==> src/rtl/program_loader.sv <==
// -----------------------------------------------------------------------------
// program_loader
//
// Writer side of the CPU instruction-memory interface. A host streams bytes over
// a valid/ready handshake. A frame is laid out as follows:
//     SYNC_BYTE, N, {hi, lo} x N [, checksum]
// The N 16-bit words are written to instruction memory at addresses 0..N-1.
// The CPU is kept disabled until a complete, legal image has been loaded.
//
// Optional feature (macro PROGRAM_LOADER_CHECKSUM_EN):
//     When this macro is defined, one checksum byte follows the last word (or
//     follows N when N==0). The checksum is the XOR of N and every data byte.
//     A match ends in DONE and a mismatch ends in ERR. Words already written
//     stay in memory.
//
// Parameters:
//     ADDR_W     instruction memory address width (capacity 2**ADDR_W words)
//     SYNC_BYTE  frame start marker
//
// Ports:
//     clk         system clock, rising edge
//     reset       asynchronous active-low reset
//     in_valid    host byte valid
//     in_data     host byte
//     in_ready    loader accepts a byte (transfer = in_valid && in_ready)
//     load_req    one-cycle pulse, restarts loading from DONE or ERR
//     imem_we     instruction memory write strobe (one cycle per word)
//     imem_addr   write address (held while imem_we is low)
//     imem_wdata  write data (held while imem_we is low)
//     cpu_enable  CPU enable, high only in DONE
//     done        image loaded successfully
//     error       frame rejected
//     word_count  words written in the current frame
// -----------------------------------------------------------------------------
module program_loader #(
    parameter int         ADDR_W    = 6,
    parameter logic [7:0] SYNC_BYTE = 8'hA5
) (
    input  logic              clk,
    input  logic              reset,
    input  logic              in_valid,
    input  logic [7:0]        in_data,
    output logic              in_ready,
    input  logic              load_req,
    output logic              imem_we,
    output logic [ADDR_W-1:0] imem_addr,
    output logic [15:0]       imem_wdata,
    output logic              cpu_enable,
    output logic              done,
    output logic              error,
    output logic [ADDR_W:0]   word_count
);

    // The comparison width is wide enough to hold both the 8-bit length and
    // 2**ADDR_W. This lets N==2**ADDR_W be accepted and N>2**ADDR_W be rejected.
    localparam int                   CMP_W    = (ADDR_W + 2 > 9) ? ADDR_W + 2 : 9;
    localparam logic [CMP_W-1:0]     CAPACITY = CMP_W'(1) << ADDR_W;
    localparam logic [CMP_W-1:0]     CMP_ONE  = CMP_W'(1);
    localparam logic [ADDR_W:0]      WC_ONE   = {{ADDR_W{1'b0}}, 1'b1};

    typedef enum logic [2:0] {
        S_IDLE = 3'd0,
        S_LEN  = 3'd1,
        S_HI   = 3'd2,
        S_LO   = 3'd3,
        S_CSUM = 3'd4,
        S_DONE = 3'd5,
        S_ERR  = 3'd6
    } state_t;

`ifdef PROGRAM_LOADER_CHECKSUM_EN
    localparam state_t END_STATE = S_CSUM;
`else
    localparam state_t END_STATE = S_DONE;
`endif

    state_t              state_r;
    state_t              state_next_s;
    logic                take_s;
    logic                last_word_s;
    logic                len_zero_s;
    logic                len_too_big_s;
    logic                csum_match_s;

    logic                in_ready_r;
    logic                imem_we_r;
    logic [ADDR_W-1:0]   imem_addr_r;
    logic [15:0]         imem_wdata_r;
    logic                cpu_enable_r;
    logic                done_r;
    logic                error_r;
    logic [ADDR_W:0]     word_count_r;
    logic [7:0]          n_r;
    logic [7:0]          hi_r;

    // Returns whether a state accepts host bytes.
    function automatic logic accepts_input(input state_t s);
        logic acc;
        case (s)
            S_IDLE, S_LEN, S_HI, S_LO, S_CSUM: acc = 1'b1;
            default:                           acc = 1'b0;
        endcase
        return acc;
    endfunction

    // Decodes the handshake and the length and word-count conditions.
    always_comb begin
        take_s        = in_valid && in_ready_r;
        len_zero_s    = (in_data == 8'h00);
        len_too_big_s = (CMP_W'(in_data) > CAPACITY);
        // The word being written now is word N when the count before the
        // increment equals N-1.
        last_word_s   = ((CMP_W'(word_count_r) + CMP_ONE) == CMP_W'(n_r));
    end

    // Computes the next state of the frame parser.
    always_comb begin
        state_next_s = state_r;
        case (state_r)
            S_IDLE: begin
                if (take_s && (in_data == SYNC_BYTE)) begin
                    state_next_s = S_LEN;
                end else begin
                    state_next_s = S_IDLE;
                end
            end
            S_LEN: begin
                if (!take_s) begin
                    state_next_s = S_LEN;
                end else if (len_zero_s) begin
                    state_next_s = END_STATE;
                end else if (len_too_big_s) begin
                    state_next_s = S_ERR;
                end else begin
                    state_next_s = S_HI;
                end
            end
            S_HI: begin
                if (take_s) begin
                    state_next_s = S_LO;
                end else begin
                    state_next_s = S_HI;
                end
            end
            S_LO: begin
                if (!take_s) begin
                    state_next_s = S_LO;
                end else if (last_word_s) begin
                    state_next_s = END_STATE;
                end else begin
                    state_next_s = S_HI;
                end
            end
`ifdef PROGRAM_LOADER_CHECKSUM_EN
            S_CSUM: begin
                if (!take_s) begin
                    state_next_s = S_CSUM;
                end else if (csum_match_s) begin
                    state_next_s = S_DONE;
                end else begin
                    state_next_s = S_ERR;
                end
            end
`endif
            S_DONE, S_ERR: begin
                if (load_req) begin
                    state_next_s = S_IDLE;
                end else begin
                    state_next_s = state_r;
                end
            end
            default: begin
                state_next_s = S_IDLE;
            end
        endcase
    end

    // Holds the state register and derives the status outputs from the next state.
    always_ff @(posedge clk or negedge reset) begin
        if (!reset) begin
            state_r      <= S_IDLE;
            in_ready_r   <= 1'b0;
            done_r       <= 1'b0;
            error_r      <= 1'b0;
            cpu_enable_r <= 1'b0;
        end else begin
            state_r      <= state_next_s;
            in_ready_r   <= accepts_input(state_next_s);
            done_r       <= (state_next_s == S_DONE);
            error_r      <= (state_next_s == S_ERR);
            cpu_enable_r <= (state_next_s == S_DONE);
        end
    end

    // Holds the frame datapath: length latch, upper byte, memory write port, and word counter.
    always_ff @(posedge clk or negedge reset) begin
        if (!reset) begin
            imem_we_r    <= 1'b0;
            imem_addr_r  <= '0;
            imem_wdata_r <= 16'h0000;
            word_count_r <= '0;
            n_r          <= 8'h00;
            hi_r         <= 8'h00;
        end else begin
            imem_we_r <= 1'b0;
            if (take_s) begin
                case (state_r)
                    S_LEN: begin
                        n_r          <= in_data;
                        word_count_r <= '0;
                    end
                    S_HI: begin
                        hi_r <= in_data;
                    end
                    S_LO: begin
                        imem_we_r    <= 1'b1;
                        imem_wdata_r <= {hi_r, in_data};
                        imem_addr_r  <= word_count_r[ADDR_W-1:0];
                        word_count_r <= word_count_r + WC_ONE;
                    end
                    default: begin
                    end
                endcase
            end
            if (((state_r == S_DONE) || (state_r == S_ERR)) && load_req) begin
                word_count_r <= '0;
            end
        end
    end

`ifdef PROGRAM_LOADER_CHECKSUM_EN
    logic [7:0] csum_r;

    // Compares the received checksum byte with the running XOR.
    always_comb begin
        csum_match_s = (in_data == csum_r);
    end

    // Accumulates the XOR of N and every data byte. The value is seeded when LEN is entered.
    always_ff @(posedge clk or negedge reset) begin
        if (!reset) begin
            csum_r <= 8'h00;
        end else if (take_s) begin
            case (state_r)
                S_IDLE:      csum_r <= 8'h00;
                S_LEN:       csum_r <= in_data;
                S_HI, S_LO:  csum_r <= csum_r ^ in_data;
                default:     csum_r <= csum_r;
            endcase
        end
    end
`else
    // There is no checksum stage in this build.
    always_comb begin
        csum_match_s = 1'b0;
    end
`endif

    assign in_ready   = in_ready_r;
    assign imem_we    = imem_we_r;
    assign imem_addr  = imem_addr_r;
    assign imem_wdata = imem_wdata_r;
    assign cpu_enable = cpu_enable_r;
    assign done       = done_r;
    assign error      = error_r;
    assign word_count = word_count_r;

endmodule

==> config.mk <==
export PLATFORM = sky130hd
export DESIGN_NAME = program_loader
export DESIGN_NICKNAME = d
export VERILOG_FILES = /design/src/rtl/program_loader.sv
export SDC_FILE = /design/constraint.sdc
export NUM_CORES = 1
export LEC_CHECK = 0
export ABC_CLOCK_PERIOD_IN_PS = 2400
export BUFFER_PORTS_ARGS = -buffer_cell sky130_fd_sc_hd__buf_2
export CAP_MARGIN = 0
export CORE_ASPECT_RATIO = 1.4
export CORE_UTILIZATION = 30
export CTS_CLUSTER_SIZE = 25
export DETAILED_ROUTE_END_ITERATION = 16
export HOLD_SLACK_MARGIN = 0.12
export PLACE_DENSITY = 0.58
export SKIP_LAST_GASP = 1
export SLEW_MARGIN = 20
export SYNTH_ARGS = -nofsm -noshare
export SYNTH_HDL_FRONTEND = slang
export SYNTH_SLANG_ARGS = --single-unit
==> constraint.sdc <==
create_clock -name clk -period 2.4 [get_ports clk]
set_input_delay 0.24 -clock clk [delete_from_list [all_inputs] [get_ports clk]]
set_output_delay 0.24 -clock clk [all_outputs]
set_load 0.005 [all_outputs]
Word level (Yosys, flattened, before mapping)
Index checks and enable logic that the tools add are counted.
{"block": "word_totals", "output_inout_bits": 34, "elab_cells": 56, "inputBits": 12, "reg_bits": 52}
{"block": "op_classes", "mux": 15, "add_sub_neg": 2, "n_lt_le_gt_ge": 1, "reduce_logical": 15, "eq_ne": 13}
{"operator": "$mux 3", "n": 6}
{"operator": "$eq 3x3->1 const B", "n": 5}
{"operator": "$pmux 3 s5", "n": 1}
{"operator": "$mux 7", "n": 2}
{"operator": "$pmux 7 s2", "n": 1}
{"operator": "$eq 3x2->1 const B", "n": 4}
{"operator": "$add 7x1->8 const B", "n": 1}
{"operator": "$eq 8x8->1", "n": 1}
{"operator": "$eq 8x8->1 const B", "n": 1}
{"operator": "$gt 8x7->1 const B", "n": 1}
{"operator": "$logic_not 8->1", "n": 1}
{"operator": "$reduce_and 2->1", "n": 4}
{"operator": "$add 7x1->7 const B", "n": 1}
{"operator": "$eq 3x1->1 const B", "n": 2}
{"operator": "$logic_not 3->1", "n": 2}
{"operator": "$mux 1", "n": 5}
{"operator": "$reduce_or 5->1", "n": 1}
{"operator": "$logic_and 1x1->1", "n": 3}
{"operator": "$reduce_bool 3->1", "n": 1}
{"operator": "$reduce_bool 2->1", "n": 1}
{"operator": "$reduce_or 2->1", "n": 1}
{"operator": "$logic_or 1x1->1", "n": 1}

Logic depth before layout (Yosys ltp)
Gate-level depths: netlist (run 1).
{"block": "depth", "depth_word": 8, "mapped_depth": 8, "ltp_nobuf": 7}

Worst setup path after synthesis (run 1)
OpenSTA, ideal clock, no wires.
{"block": "synth_timing", "path_kind": "register to register", "from": "register word_count_r[0] (netlist: word_count[0])", "to": "register state_r[1]", "synth_period_minus_slack_ns": 1.928, "path_slack_ns": 0.472, "required_time_ns": 2.276, "n_path_buf": 0, "path_stages_with_launch": 8, "t_arrival_ns": 1.804, "setup_ns": 0.124, "path_cell_list": "dfrtp_1 ha_1 nand3_1 or2_2 xnor2_1 a21oi_1 nand4_2 o31a_1"}
{"block": "synth_between", "elab_chain_cells": 5}
{"item": "from (decl)", "line": "92", "rtl": "logic [ADDR_W:0] word_count_r;"}
{"item": "from (signal assigned)", "line": "219", "rtl": "word_count_r <= word_count_r + WC_ONE;"}
{"item": "$add 7x1->8", "line": "113", "rtl": "last_word_s = ((CMP_W'(word_count_r) + CMP_ONE) == CMP_W'(n_r));"}
{"item": "$eq 8x8->1", "line": "113"}
{"item": "$mux 3", "line": "148", "rtl": "end else if (last_word_s) begin"}
{"item": "$mux 3", "line": "146", "rtl": "if (!take_s) begin"}
{"item": "$pmux 3 s5", "line": "119", "rtl": "case (state_r)"}
{"item": "via state_next_s[1]", "line": "78", "rtl": "state_t state_next_s;"}
{"item": "to (signal assigned)", "line": "187", "rtl": "state_r <= state_next_s;"}
{"item": "to (decl)", "line": "77", "rtl": "state_t state_r;"}
The timed path passes the listed nets, and every way through them passes these cells.
A chain may end at the register's enable or synchronous reset.

Worst setup path in the final report (run 1)
Ends and elaborated chain as after synthesis.

==> impl_metrics.json, run 1 <==
{
  "cpMaxStageDelayCell": "dfrtp_1",
  "rsz0062_at_grt": "no",
  "die_w_um": 77.9,
  "clkSlewWorstSetupHoldPaths_ps": 100,
  "synthMuxAreaShare_pct": 7.44,
  "peakVddDrop_mv": 0.408,
  "fillers": 824,
  "insertion_delay_ps": 310,
  "hold_viol_final": 0,
  "critPathLaunch": "word_count[0]",
  "start_kind": "register",
  "ff2ff_path_depth": 7,
  "cap_viol_max_count": 0,
  "finClkSkew_ps": 7.11,
  "syn_inst": 234,
  "place_hpwl_um": 3760,
  "clock-sinks": 52,
  "total_power_mw": 2.93,
  "antenna_found_initial": 0,
  "grt_pass1_wl_um": 8730,
  "path_cells": "ha_1 > nand3_1 > or2_2 > xnor2_1 > a21oi_1 > nand4_2 > o31a_1",
  "setup_violations": 0,
  "yosys.area_share.simple_pct": 22.4,
  "endpoint_kind": "register",
  "core_sq_um": 7800,
  "gp_congestion": 0.854,
  "synth-main-ff-cell": "dfrtp_1",
  "synth_compound_area_share_pct": 9.09,
  "yosysUniqueCellTypes": 44,
  "fin_setup_tns_ps": 0,
  "rrSetupSlack_ps": 280,
  "synth_edf_count": 0,
  "fmax_ghz": 0.473,
  "grt_pass1_vias": 1753,
  "grt_max_degree": 53,
  "crit_arrival_ps": 2310,
  "critPathMaxFanout": 8,
  "vias": 1768,
  "cts_tree": "yes",
  "syn_nets": 247,
  "antenna_left": 0,
  "path_buf_inv": 0,
  "track_usage_pct": 13.6,
  "slowest_delay_ps": 490,
  "synth-xor-area-share_pct": 3.98,
  "timing.rr.start": "word_count[0]",
  "wire_per_inst_um": 13.9,
  "die_y_um": 108,
  "rows": 38,
  "area_growth_pct": 18.2,
  "drt_iter0_markers": 102,
  "path_class": "reg2reg",
  "yosys.area_share.adder_pct": 0.517,
  "fin_crit_sh_pct": 88.1,
  "dr.pass1.iters": 4,
  "avgSynthCellArea_sq_um": 10.4,
  "cts_buffer_depth": 2,
  "setup_ws_ps": 285,
  "syn_area_sq_um": 2420,
  "yosysSeqAreaShare_pct": 53.7,
  "powerDensity_nw_per_um2": 1020,
  "required_ps": 2600,
  "postSynth.asyncResetShare_pct": 100,
  "post-place-ws_ps": 297,
  "maxSlewViolCount": 0,
  "io_buffers": 45,
  "fin_nets": 293,
  "antenna_cells": 0,
  "synth_top_family_by_area": "simple AND/OR/NAND/NOR gates",
  "cts_setup_buffers": 0,
  "tightestPinTransition_ps": 644,
  "drive_gt1_share_pct": 31.0,
  "crit_cells": 7,
  "p_leak_nw": 1.42,
  "slew-limit-headroom_pct": 57.1,
  "htreeDepth": 2,
  "status": "complete, no violations",
  "r2r-end": "state_r[1]",
  "cts.root.buffer_cell": "clkbuf_8",
  "yosys_warnings": 0,
  "fin_crit_ps": 2120,
  "critPathTopFamily": "simple AND/OR/NAND/NOR gates",
  "via_per_inst": 4.64,
  "die-area_sq_um": 8440,
  "grt_overflow_total": 0,
  "drc": 0,
  "hold_class": "in2reg",
  "drt-total-wl_um": 5300,
  "io_pins": 46,
  "synth_seq_cells": 52,
  "cts_buffers": 5,
  "crit_path_end": "state_r[1]",
  "start_util_pct": 31.1
}
## flip-flops by register name (all words and copies together) (netlist names), 3 cells and up
register / count
state_r: 3
n_r: 8
imem_addr: 6
imem_wdata: 16
word_count: 7
hi_r: 8
## layout by cell type (no fill, tap or decap), types with 3 or more instances in the layout
master	count
mux2_2	16
o21ai_0	11
buf_4	3
buf_2	45
nor2b_1	3
nand3_1	6
dfrtp_1	52
nor2_1	7
o31ai_1	3
nand2_1	74
xor2_1	7
nand2b_1	4
clkbuf_8	6
xnor2_1	4
## power by group
part	switching (mW)	internal [mW]
combinational	0.465	0.524
sequential	0.219	1.19
clock	0.299	0.236
## cells by family after synthesis
kind of cell | Yosys count
adder cells (fa/ha/maj) | 1
AO/OA/AOI/OAI | 28
flip-flops | 52
buffers and inverters | 14
AND/OR/NAND/NOR | 112
XOR/XNOR | 11
multiplexers | 16
## routing by layer
layer | wire [um] | vias to the layer above | track usage (%)
li1 | - | 877 | -
met1 | 2310 | 855 | 16.1
met2 | 2730 | 27 | 23.8
met3 | 120 | 9 | 1.94
met4 | 139 | 0 | 7.67
met5 | 0 | - | 0
## synthesized netlist by cell type, types with 2 or more instances
master / n / area [sq um]
buf_2: 7 / 35.0
clkbuf_1: 2 / 7.51
xor2_1: 7 / 61.3
nand2_1: 74 / 278
inv_1: 2 / 7.51
and3_1: 2 / 12.5
buf_4: 2 / 15.0
nor2_1: 7 / 26.3
a21oi_1: 2 / 10.0
xnor2_1: 4 / 35.0
mux2_2: 16 / 180
nand4_1: 2 / 12.5
dfrtp_1: 52 / 1300
a22o_1: 2 / 17.5
o31ai_1: 3 / 22.5
o21ai_0: 11 / 55.1
or2_2: 2 / 12.5
nand2b_1: 4 / 25.0
nor2b_1: 3 / 18.8
nand3_1: 6 / 30.0
## per-stage QoR
| step | utilization (%) | hold slack, ps | cell area [sq um] | cells |
|---|---|---|---|---|
| after global placement | 35.4 | 255 | 2760 | 372 |
| after global routing | 36.7 | 184 | 2860 | 381 |
| after detailed placement | 35.4 | 264 | 2760 | 372 |
| after floorplan | - | -55.6 | 2420 | 234 |
| after CTS | 36.7 | 172 | 2860 | 381 |
| final | 36.7 | 180 | 2860 | 381 |
## worst reg2reg max path, delay by kind of cell (launching register included)
kind	cells	cell delay (ps)
simple gates	3	600
compound gates	2	470
flops	1	490
fa+ha+maj	1	310
xor+xnor	1	140
## cell type report
cell class | instances | area (sq um) | area share (%)
clock inverters | 2 | 13.8 | 0.481
inverters | 3 | 11.3 | 0.393
well taps | 100 | 125 | 4.37
clock buffers | 6 | 82.6 | 2.88
flip-flops and latches | 52 | 1300 | 45.4
multi-input cells | 168 | 1050 | 36.7
repair buffers | 50 | 278 | 9.70
## what timing repair did
action,4_1_cts,5_1_grt
hold endpoints to repair,52,0
hold buffers,1,0
gates resized for setup,0,0
## how the worst min path moves through the flow
stage,start,endpoint,cells past startpoint
2_1_floorplan,reset,done,0
3_3_place_gp,reset,imem_wdata[7],2
3_5_place_dp,reset,hi_r[0],2
4_1_cts,in_data[3],imem_wdata[3],3
5_1_grt,in_data[3],imem_wdata[3],3
6_report,in_data[3],imem_wdata[3],3
(Power assumes the default switching activity.)
==> run 2, diff against run 1 <==
Settings changed: RECOVER_POWER from default to 25.
==> run 2 against run 1 <==
Effect of this change: wire length is essentially flat; worst setup slack is the same; clock skew is the same; utilization shrank 0.19 points; critical path depth is the same; final cell count is the same; die area is the same; hold slack is the same; final area shrank 0.52%; sequential power is essentially flat; clock power is essentially flat.
==> impl_metrics.json, run 2 (synthesized netlist as in run 1, its figures left out) <==
{
  "place_hpwl_um": 3760,
  "status": "complete, no violations",
  "rsz0062_at_grt": "no",
  "cts_buffer_depth": 2,
  "stdcell_count": 381,
  "drc": 0,
  "drt_iter0_markers": 102,
  "clock-sinks": 52,
  "area_growth_pct": 17.6,
  "core_sq_um": 7800,
  "fin_nets": 293,
  "cts_buffers": 5,
  "layout_common_cells": "nand2_1, dfrtp_1, buf_2, mux2_2, o21ai_0",
  "drt-total-wl_um": 5310,
  "start_util_pct": 31.1,
  "die_w_um": 77.9,
  "powerDensity_nw_per_um2": 1030,
  "cts.root.buffer_cell": "clkbuf_8",
  "finClkSkew_ps": 7.11,
  "crit_arrival_ps": 2310,
  "post-route-util_pct": 36.5,
  "antenna_left": 0,
  "multi_input_area_sq_um": 1050,
  "final_area_sq_um": 2850,
  "maxSlewViolCount": 0,
  "cts_setup_buffers": 0,
  "fmax_ghz": 0.473,
  "drive_gt1_share_pct": 31.0,
  "cap_viol_max_count": 0,
  "grt_pass1_vias": 1753,
  "antenna_cells": 0,
  "setup_violations": 0,
  "antenna_found_initial": 0,
  "hold_viol_final": 0,
  "rows": 38,
  "p_leak_nw": 1.42,
  "fin_crit_sh_pct": 88.1,
  "wire_per_inst_um": 13.9,
  "path_class": "reg2reg",
  "grt_pass1_wl_um": 8730,
  "via_per_inst": 4.64,
  "register_area_sq_um": 1300,
  "fin_setup_tns_ps": 0,
  "htreeDepth": 2,
  "fillers": 826,
  "gp_congestion": 0.854,
  "cts_resized": 0,
  "io_buffers": 45,
  "hold_class": "in2reg",
  "die_y_um": 108,
  "final_common_cell": "nand2_1",
  "grt_overflow_total": 0,
  "dp.cells": 372,
  "required_ps": 2600,
  "start_kind": "register",
  "postPlaceCellArea_sq_um": 2760,
  "die-area_sq_um": 8440,
  "largest_register_ffs": 16,
  "critPathMaxFanout": 8,
  "track_usage_pct": 13.6,
  "peakVddDrop_mv": 0.408,
  "tightestPinTransition_ps": 1300,
  "dr.pass1.iters": 4,
  "endpoint_kind": "register",
  "io_pins": 46,
  "clkSlewWorstSetupHoldPaths_ps": 100,
  "insertion_delay_ps": 310,
  "total_power_mw": 2.93,
  "vias": 1768,
  "grt_max_degree": 53,
  "cts_tree": "yes",
  "slew-limit-headroom_pct": 13.1,
  "fin_crit_ps": 2120
}
==> run 2: cell types whose count changed in the layout (fill, tap and decap cells not counted), sizes merged <==
cell,before,now
clkbuf,6,7
buf,49,48
==> run 2: cell type report <==
type | count | area share, %
well taps | 100 | 4.39
repair buffers | 50 | 9.22
clock buffers | 6 | 2.90
flip-flops and latches | 52 | 45.7
clock inverters | 2 | 0.483
inverters | 3 | 0.395
multi-input cells | 168 | 36.9
==> run 2: path summary, 6_finish.rpt <==
| kind | startpoint | end | slack [ps] | depth (start not counted) |
|---|---|---|---|---|
| max | word_count[0] | state_r[1] | 280 | 7 |
| min | in_data[3] | imem_wdata[3] | 180 | 3 |
| max reg2reg | word_count[0] | state_r[1] | 280 | 7 |
| min reg2reg | hi_r[6] | imem_wdata[14] | 470 | 2 |
| max in group asynchronous | reset | n_r[7] | 780 | 3 |
| min in group asynchronous | reset | imem_wdata[5] | 820 | 3 |
==> run 2: metrics by stage <==
step	setup WS [ps]	hold slack, ps
2_1_floorplan	472	-55.6
3_5_place_dp	297	264
4_1_cts	280	172
5_1_grt	141	184
6_report	285	180
3_3_place_gp	372	255
==> run 2: routing by layer <==
layer  GRT usage, %  share of wire (%)  up-vias  routed length, um
li1               -                  -      877                  -
met1           16.1                 44      855               2310
met2           23.8                 52       27               2730
met3           1.94                2.3        9                120
met4           7.67                2.6        0                139
met5              0                  0        -                  0
==> run 2: report_power, final <==
part	switching, mW	leakage [nW]	internal, mW
combinational	0.464	0.703	0.521
clock	0.299	0.0516	0.236
sequential	0.219	0.664	1.19
total	0.982	1.42	1.95
==> run 2: repair_timing <==
item                                   4_1_cts  5_1_grt
setup endpoints to repair                    0        0
endpoints found under the hold margin       52        0
hold buffers                                 1        0
==> run 2: critical path, stage by stage (launching register included) <==
cell	delay (ps)
dfrtp_1	490
ha_1	310
nand3_1	90
or2_2	320
xnor2_1	130
a21oi_1	160
nand4_2	190
o31a_1	310
